===== src/rtl/match_scheduler.sv =====
// -----------------------------------------------------------------------------
// match_scheduler
//
// Purpose:
//   Shares one keyword-matcher engine between four receive channels. A
//   round-robin arbiter picks a requesting channel, the engine automaton is
//   cleared, and the channel's frame is streamed into the engine one byte per
//   cycle. Frames longer than MAXLEN are cut short: the excess bytes are still
//   consumed from the channel but not forwarded, and the result is flagged as
//   truncated. Once the frame has ended and the engine's final match flag has
//   been collected, a one-cycle result strobe reports the channel, whether any
//   keyword was seen, and whether the frame was truncated.
//
// Parameters:
//   NCH     number of requesting channels (only 4 is supported)
//   MAXLEN  maximum number of bytes forwarded to the engine per frame
//
// Ports:
//   rxcoreclk  in   single clock, rising edge
//   reset      in   synchronous, active-high reset
//   ch_req     in   [NCH]    channel i has a frame pending
//   ch_data    in   [8*NCH]  byte of channel i on bits [8i+7:8i]
//   ch_dvld    in   [NCH]    byte of channel i is valid
//   ch_last    in   [NCH]    valid byte of channel i ends its frame
//   ch_ack     out  [NCH]    byte of channel i consumed this cycle
//   eng_data   out  [8]      byte forwarded to the engine
//   eng_dvld   out           eng_data valid
//   eng_rst    out           return the engine automaton to its root state
//   eng_match  in            engine match flag, one cycle after its byte
//   res_valid  out           one-cycle result strobe
//   res_ch     out  [2]      channel the result belongs to
//   res_match  out           at least one keyword found in the frame
//   res_trunc  out           frame exceeded MAXLEN
//   busy       out           scheduler is not idle
// -----------------------------------------------------------------------------
module match_scheduler #(
  parameter int NCH    = 4,
  parameter int MAXLEN = 1518
) (
  input  logic             rxcoreclk,
  input  logic             reset,
  input  logic [NCH-1:0]   ch_req,
  input  logic [8*NCH-1:0] ch_data,
  input  logic [NCH-1:0]   ch_dvld,
  input  logic [NCH-1:0]   ch_last,
  output logic [NCH-1:0]   ch_ack,
  output logic [7:0]       eng_data,
  output logic             eng_dvld,
  output logic             eng_rst,
  input  logic             eng_match,
  output logic             res_valid,
  output logic [1:0]       res_ch,
  output logic             res_match,
  output logic             res_trunc,
  output logic             busy
);

  // The counter has to be able to hold MAXLEN itself.
  localparam int LEN_W = $clog2(MAXLEN + 1);

  typedef enum logic [2:0] {
    S_IDLE,
    S_CLEAR,
    S_STREAM,
    S_DISCARD,
    S_DRAIN,
    S_REPORT
  } state_t;

  state_t             state_q, state_d;
  logic [1:0]         grant_q, grant_d;
  logic [1:0]         last_grant_q, last_grant_d;
  logic [LEN_W-1:0]   len_q, len_d;
  logic               acc_q, acc_d;
  logic               trunc_q, trunc_d;
  logic [1:0]         res_ch_q, res_ch_d;
  logic               res_match_q, res_match_d;
  logic               res_trunc_q, res_trunc_d;

  // Signals of the currently granted channel.
  logic               sel_dvld;
  logic               sel_last;
  logic [7:0]         sel_data;
  logic               len_at_max;

  // Round-robin candidate.
  logic               rr_found;
  logic [1:0]         rr_pick;
  logic [1:0]         rr_cand;

  // ---------------------------------------------------------------------------
  // Granted-channel selection
  // ---------------------------------------------------------------------------
  always_comb begin
    sel_dvld   = ch_dvld[grant_q];
    sel_last   = ch_last[grant_q];
    sel_data   = ch_data[{grant_q, 3'b000} +: 8];
    // The byte being accepted now is the one that brings the count to MAXLEN.
    len_at_max = (len_q == LEN_W'(MAXLEN - 1));
  end

  // ---------------------------------------------------------------------------
  // Round-robin arbiter: search starts just after the last served channel.
  // The 2-bit add wraps 3->0 naturally; k=4 brings the search back to
  // last_grant itself so a lone requester is always served again.
  // ---------------------------------------------------------------------------
  always_comb begin
    rr_found = 1'b0;
    rr_pick  = last_grant_q;
    rr_cand  = '0;
    for (int k = 1; k <= 4; k++) begin
      rr_cand = last_grant_q + 2'(k);
      if (!rr_found && ch_req[rr_cand]) begin
        rr_found = 1'b1;
        rr_pick  = rr_cand;
      end
    end
  end

  // ---------------------------------------------------------------------------
  // State and datapath registers
  // ---------------------------------------------------------------------------
  always_ff @(posedge rxcoreclk) begin
    if (reset) begin
      state_q      <= S_IDLE;
      grant_q      <= '0;
      last_grant_q <= 2'd3;
      len_q        <= '0;
      acc_q        <= 1'b0;
      trunc_q      <= 1'b0;
      res_ch_q     <= '0;
      res_match_q  <= 1'b0;
      res_trunc_q  <= 1'b0;
    end else begin
      state_q      <= state_d;
      grant_q      <= grant_d;
      last_grant_q <= last_grant_d;
      len_q        <= len_d;
      acc_q        <= acc_d;
      trunc_q      <= trunc_d;
      res_ch_q     <= res_ch_d;
      res_match_q  <= res_match_d;
      res_trunc_q  <= res_trunc_d;
    end
  end

  // ---------------------------------------------------------------------------
  // Next-state and datapath update
  // ---------------------------------------------------------------------------
  always_comb begin
    state_d      = state_q;
    grant_d      = grant_q;
    last_grant_d = last_grant_q;
    len_d        = len_q;
    acc_d        = acc_q;
    trunc_d      = trunc_q;
    res_ch_d     = res_ch_q;
    res_match_d  = res_match_q;
    res_trunc_d  = res_trunc_q;

    // The engine's flag lags its byte by one cycle, so it keeps being
    // collected through DISCARD and the single DRAIN cycle.
    if (state_q == S_STREAM || state_q == S_DISCARD || state_q == S_DRAIN) begin
      acc_d = acc_q | eng_match;
    end

    case (state_q)
      S_IDLE: begin
        if (rr_found) begin
          grant_d = rr_pick;
          state_d = S_CLEAR;
        end
      end

      S_CLEAR: begin
        len_d   = '0;
        acc_d   = 1'b0;
        trunc_d = 1'b0;
        state_d = S_STREAM;
      end

      S_STREAM: begin
        // A dropped ch_req is deliberately ignored here: only ch_last ends
        // the frame. A last byte landing exactly on MAXLEN is a normal end.
        if (sel_dvld) begin
          len_d = len_q + LEN_W'(1);
          if (sel_last) begin
            state_d = S_DRAIN;
          end else if (len_at_max) begin
            trunc_d = 1'b1;
            state_d = S_DISCARD;
          end
        end
      end

      S_DISCARD: begin
        if (sel_dvld && sel_last) begin
          state_d = S_DRAIN;
        end
      end

      S_DRAIN: begin
        // Results are loaded here so they are already visible during the
        // REPORT strobe and then hold until the next frame reports.
        res_ch_d    = grant_q;
        res_match_d = acc_q | eng_match;
        res_trunc_d = trunc_q;
        state_d     = S_REPORT;
      end

      S_REPORT: begin
        last_grant_d = grant_q;
        state_d      = S_IDLE;
      end

      default: begin
        state_d = S_IDLE;
      end
    endcase
  end

  // ---------------------------------------------------------------------------
  // Outputs. Reset is applied combinationally so the outputs are forced to
  // their quiet values during the reset cycle itself, not one edge later.
  // ---------------------------------------------------------------------------
  always_comb begin
    ch_ack    = '0;
    eng_data  = '0;
    eng_dvld  = 1'b0;
    eng_rst   = 1'b1;
    res_valid = 1'b0;
    res_ch    = '0;
    res_match = 1'b0;
    res_trunc = 1'b0;
    busy      = 1'b0;

    if (!reset) begin
      eng_rst   = (state_q == S_CLEAR);
      busy      = (state_q != S_IDLE);
      res_ch    = res_ch_q;
      res_match = res_match_q;
      res_trunc = res_trunc_q;

      case (state_q)
        S_STREAM: begin
          if (sel_dvld) begin
            ch_ack[grant_q] = 1'b1;
            eng_dvld        = 1'b1;
            eng_data        = sel_data;
          end
        end

        S_DISCARD: begin
          ch_ack[grant_q] = sel_dvld;
        end

        S_REPORT: begin
          res_valid = 1'b1;
        end

        default: begin
        end
      endcase
    end
  end

endmodule

===== config.mk =====
export PLATFORM = sky130hd
export DESIGN_NAME = match_scheduler
export DESIGN_NICKNAME = d
export VERILOG_FILES = /design/src/rtl/match_scheduler.sv
export SDC_FILE = /design/constraint.sdc
export NUM_CORES = 1
export LEC_CHECK = 0
export CAP_MARGIN = 20
export CORE_ASPECT_RATIO = 1.2
export CORE_UTILIZATION = 40
export CTS_BUF_LIST = sky130_fd_sc_hd__clkbuf_2
export CTS_CLUSTER_DIAMETER = 150
export DETAILED_ROUTE_END_ITERATION = 8
export GPL_TIMING_DRIVEN = 0
export PLACE_DENSITY_LB_ADDON = 0.1
export REMOVE_ABC_BUFFERS = 1
export SYNTH_ARGS = -nofsm -noshare
export SYNTH_HDL_FRONTEND = slang
export SYNTH_SLANG_ARGS = --single-unit

===== constraint.sdc =====
create_clock -name rxcoreclk -period 2.7 [get_ports rxcoreclk]
set_input_delay 0.54 -clock rxcoreclk [delete_from_list [all_inputs] [get_ports rxcoreclk]]
set_output_delay 0.54 -clock rxcoreclk [all_outputs]
set_load 0.005 [all_outputs]

Word-level counts from Yosys, hierarchy flattened
Cells that the tools add are included.
Operators by class
  reductions and logical operators: 18
  shift operators: 1
  div/mod/pow operators: 0
  multiplexer cells: 50
  equality and inequality tests: 12
  multipliers: 0
  add/sub/neg operators: 4
  order comparisons: 6
  bitwise gates (word level): 2
Operators by type and width (count)
  32-bit by 6-bit variable part select with 8-bit output: 1
  8-bit two-way mux: 3
  1-bit two-way mux: 23
  11-bit one-hot mux with 2 select lines: 1
  2-bit by 3-bit less-than comparator with 1-bit output, second input constant: 5
  3-bit two-way mux: 5
  3-bit one-hot mux with 5 select lines: 1
  1-bit binary-select mux with 2-bit select: 6
  11-bit by 1-bit adder with 11-bit output, second input constant: 1
  11-bit == test, second input constant: 1
  11-bit two-way mux: 1
  2-bit two-way mux: 5
  4-bit two-way mux: 2
  2-bit != test, second input constant: 4
  4-bit one-hot mux with 2 select lines: 1
  4-bit AND reduction: 2
  3-bit by 2-bit == test with 1-bit output, second input constant: 2
  3-bit == test, second input constant: 2
  1-bit logical AND: 5
  2-bit adder, second input constant: 2
  4-bit AND: 1
  2-bit AND reduction: 2
  3-bit by 1-bit == test with 1-bit output, second input constant: 1
  1-bit logical NOT: 3
  other kinds (12): 13
Storage, ports and cells
  memories: 0
  input bits: 47
  memory bits (read-only): 0
  bits in latches: 0
  bits in registers: 24
  RAM bits: 0
  logic and storage cells: 102

Depth between registers and ports, before layout
  depth in word-level cells: 15
  mapped depth: 6

Worst setup path after synthesis
No wires, ideal clock.
  kind: in2out
  start: input port ch_dvld[3]
  end: output port eng_data[0]
  arrival time: 1376 ps
  setup slack: 784 ps
  required time: 2160 ps
  stages: 3
  buffers on the path: 0
  cell sequence: mux4_2 nand2_1 nor2b_1
On the way
  word-level cells in the longest chain between the ends: 5
Ends and longest elaborated chain
  from (decl): line 44  | input logic [NCH-1:0] ch_dvld,
  1-bit binary-select mux with 2-bit select: line 95  | sel_dvld = ch_dvld[grant_q];
  1-bit two-way mux (not written as such): line 95
  8-bit two-way mux: line 246  | if (sel_dvld) begin
  8-bit two-way mux: line 244  | case (state_q)
  8-bit two-way mux: line 237  | if (!reset) begin
  to (decl): line 47  | output logic [7:0] eng_data,
No other way between the ends. The select of a mux whose other input is x is not followed.

Final worst setup path
  start: input port ch_dvld[3]
  end: output port eng_data[6]
Same word-level chain as after synthesis.

==> flow_metrics.tcl <==
set metrics [dict create \
    power_density_nw_per_um2 602 \
    max_cap_viol_count 0 \
    fmax_mhz 372 \
    synth.distinct_cells 41 \
    synth-edff-count 0 \
    arrival_ns 2.15 \
    most-common-layout-cells "57 x clkdlybuf4s50_1, 20 x nor2_1, 19 x dfxtp_1" \
    drive_gt1_frac 0.151 \
    fin_nets 309 \
    dp_slack_ns -0.531 \
    endpoint_kind "output pin" \
    dp.cells 293 \
    switching_share 0.381 \
    yosys.area.top_type "dfxtp_1" \
    max_slew_margin 0.661 \
    antenna_found_initial 0 \
    postLayoutCoreUtil 0.666 \
    min_period_ns 2.69 \
    cts_buffers 3 \
    setup_slack_ns 0.0103 \
    drt-met1-wl_um 1770 \
    syn_area_um2 1610 \
    areaGrowthSynthToFinish_pct 55.0 \
    worstSetupStartpointType "input pin" \
    netSwitchingPower_uw 573 \
    hold_path.class "register to register" \
    top_layer "met4" \
    synth_seq_area_share 0.298 \
    coreArea_um2 3750 \
    grt_pass1_wl_um 6930 \
    clock-sinks 24 \
    finalNonFillerCells 311 \
    ys.flop_type "dfxtp_1" \
    r2r-start "grant_q[1]$_SDFFE_PP0P_" \
    n_antenna_cell 0 \
    grt_pass1_vias 1596 \
    synth.area.top_cells "dfxtp_1 30%, mux4_2 11%, nor2b_1 5.4%, nor2_1 4.9%, a21oi_1 4.7%" \
    drc 0 \
    ios 67 \
    ys_ff_latch 24 \
    multiInputGateArea_um2 1090 \
    post_drt_wl_per_cell_um 14.6 \
    rsz0062_at_grt "true" \
    start_util 0.430 \
    cp.required_ns 2.16 \
    vias_per_cell 5.45 \
    yosys.area.top_type_share 0.298 \
    die_height_um 71.6 \
    clkLatencyLatePin_ns 0.35 \
    wl_met2_um 2270 \
    hold_viol_final 0 \
    hp-start "len_q[10]$_SDFFE_PP0P_" \
    cts_tree "yes" \
    syn_inst 186 \
    synth_warnings 0 \
    hpwl_um 3260 \
    setup_viol 0 \
    track_usage 0.210 \
    rrSetupSlack_ns 0.70 \
    final_common_cell "clkdlybuf4s50_1" \
    cts_max_path_buffers 2 \
    p_leak_nw 1.00 \
    antenna_left 0 \
    slew_viol_final 0 \
    seqCellArea_um2 497 \
    r2r_end "len_q[10]$_SDFFE_PP0P_" \
    skew_ns 0.00781 \
    vias 1694 \
    whs_path_depth 2 \
    clkTransAtPathRegs_ns 0.21 \
    async_flop_share 0 \
    r2r_cells 5 \
    rows 24 \
    crit_fanout 5 \
    ir_drop_uv 325 \
    crit_type "input pin to output pin" \
    die_area_um2 4290 \
    place.gp.congestion 0.765 \
    port_buffers 66 \
    seqPwrFrac 0.335 \
    post-route-period-util 0.996 \
    die_width_um 60.0 \
    fillCellCount 336 \
    cts_root_buf "clkbuf_2" \
    setup_tns_ns 0 \
    htreeDepth 1 \
    worstMarginPinSlew_ns 0.508 \
    dr_wl_met3_um 421 \
    hold_path_end "len_q[10]$_SDFFE_PP0P_" \
    grt.overflow.total 0 \
    drt_pre_antenna_iters 4 \
    p_int_uw 932 \
    outcome "finished, final reports clean" \
    drt_iter0_markers 34 \
    synth.avg_cell_area_um2 8.67 \
    wl_um 4530 \
    p_comb_frac 0.572 \
    p_clk_frac 0.093 \
    cts.hold.buffers_added 0 \
    grt_max_degree 24 \
]
routing by layer:
metal | track usage | vias to the layer above
met2 | 0.398 | 56
met5 | 0 | -
met4 | 0.0775 | 0
li1 | - | 839
met3 | 0.0415 | 5
met1 | 0.219 | 794
worst max-delay path, stage by stage:
cell and delay (ns):
clkdlybuf4s50_1 0.42, mux4_2 0.57, nand2_4 0.12, nor2b_2 0.05
clkdlybuf4s50_1 0.44
worst max path at each step:
stage,to,startpoint,depth (start not counted),slack (ns)
after floorplan,eng_data[0],grant_q[0]$_SDFFE_PP0P_,3,0.52
after global placement,ch_ack[1],reset,5,-0.50
after detailed placement,ch_ack[1],reset,5,-0.53
after CTS,eng_data[3],ch_dvld[2],5,-0.04
after global routing,eng_data[5],ch_dvld[3],5,-0.03
final,eng_data[6],ch_dvld[3],5,0.01
synthesized netlist by cell type, types with 3 or more instances:
cell type and n:
o31ai_1 4, or4_1 4, dfxtp_1 24, nor2_1 21
nor2b_1 14, a21oi_1 15, clkbuf_1 7, nand3_1 4
mux2i_1 3, nand2b_1 5, nand2_1 11, nor3_1 4
and4_1 3, inv_1 6, a211oi_1 4, and2_1 3
or3_1 5, o21ai_0 9, nor3b_1 3, mux4_2 8
flip-flops by register name (all words and copies together), names as in the netlist, 2 cells and up:
register      count
len_q            11
state_q           3
grant_q           2
last_grant_q      2
res_ch_q          2
per-stage QoR:
step / total power, mW / hold WS, ns / area, um^2
3_5_place_dp: 1.19 / 0.459 / 2280
3_3_place_gp: 1.18 / 0.456 / 2280
5_1_grt: 1.61 / 0.521 / 2500
6_report: 1.51 / 0.492 / 2500
4_1_cts: 1.43 / 0.494 / 2400
2_1_floorplan: 0.948 / 0.440 / 1550
kinds of logic after synthesis:
logic type,Yosys count,synth area share
and+or+nand+nor,84,0.285
AOI/OAI and AO/OA,45,0.186
DFF,24,0.298
buffers and inverters,18,0.0528
muxes,13,0.163
adders and majority gates,2,0.0155
power by group through the flow:
stage | Clock [mW] | Sequential [mW] | Combinational, mW
2_1_floorplan | 0 | 0.513 | 0.435
3_3_place_gp | 0 | 0.554 | 0.621
5_1_grt | 0.158 | 0.513 | 0.938
4_1_cts | 0.147 | 0.527 | 0.751
3_5_place_dp | 0 | 0.558 | 0.630
6_report | 0.140 | 0.504 | 0.861
cell type report:
class,count,share of cell area
Multi-Input combinational cell,145,0.435
Timing Repair Buffer,79,0.322
Sequential cell,24,0.199
Tap cell,52,0.0260
Inverter,7,0.0105
Clock buffer,3,0.00601
Clock inverter,1,0.00150
repair_timing:
item,4_1_cts,5_1_grt
gates cloned,1,0
pin swaps,1,1
buffers inserted,8,5
gates resized for setup,18,12
endpoints found under the setup margin,15,10
(Power assumes the default switching activity.)
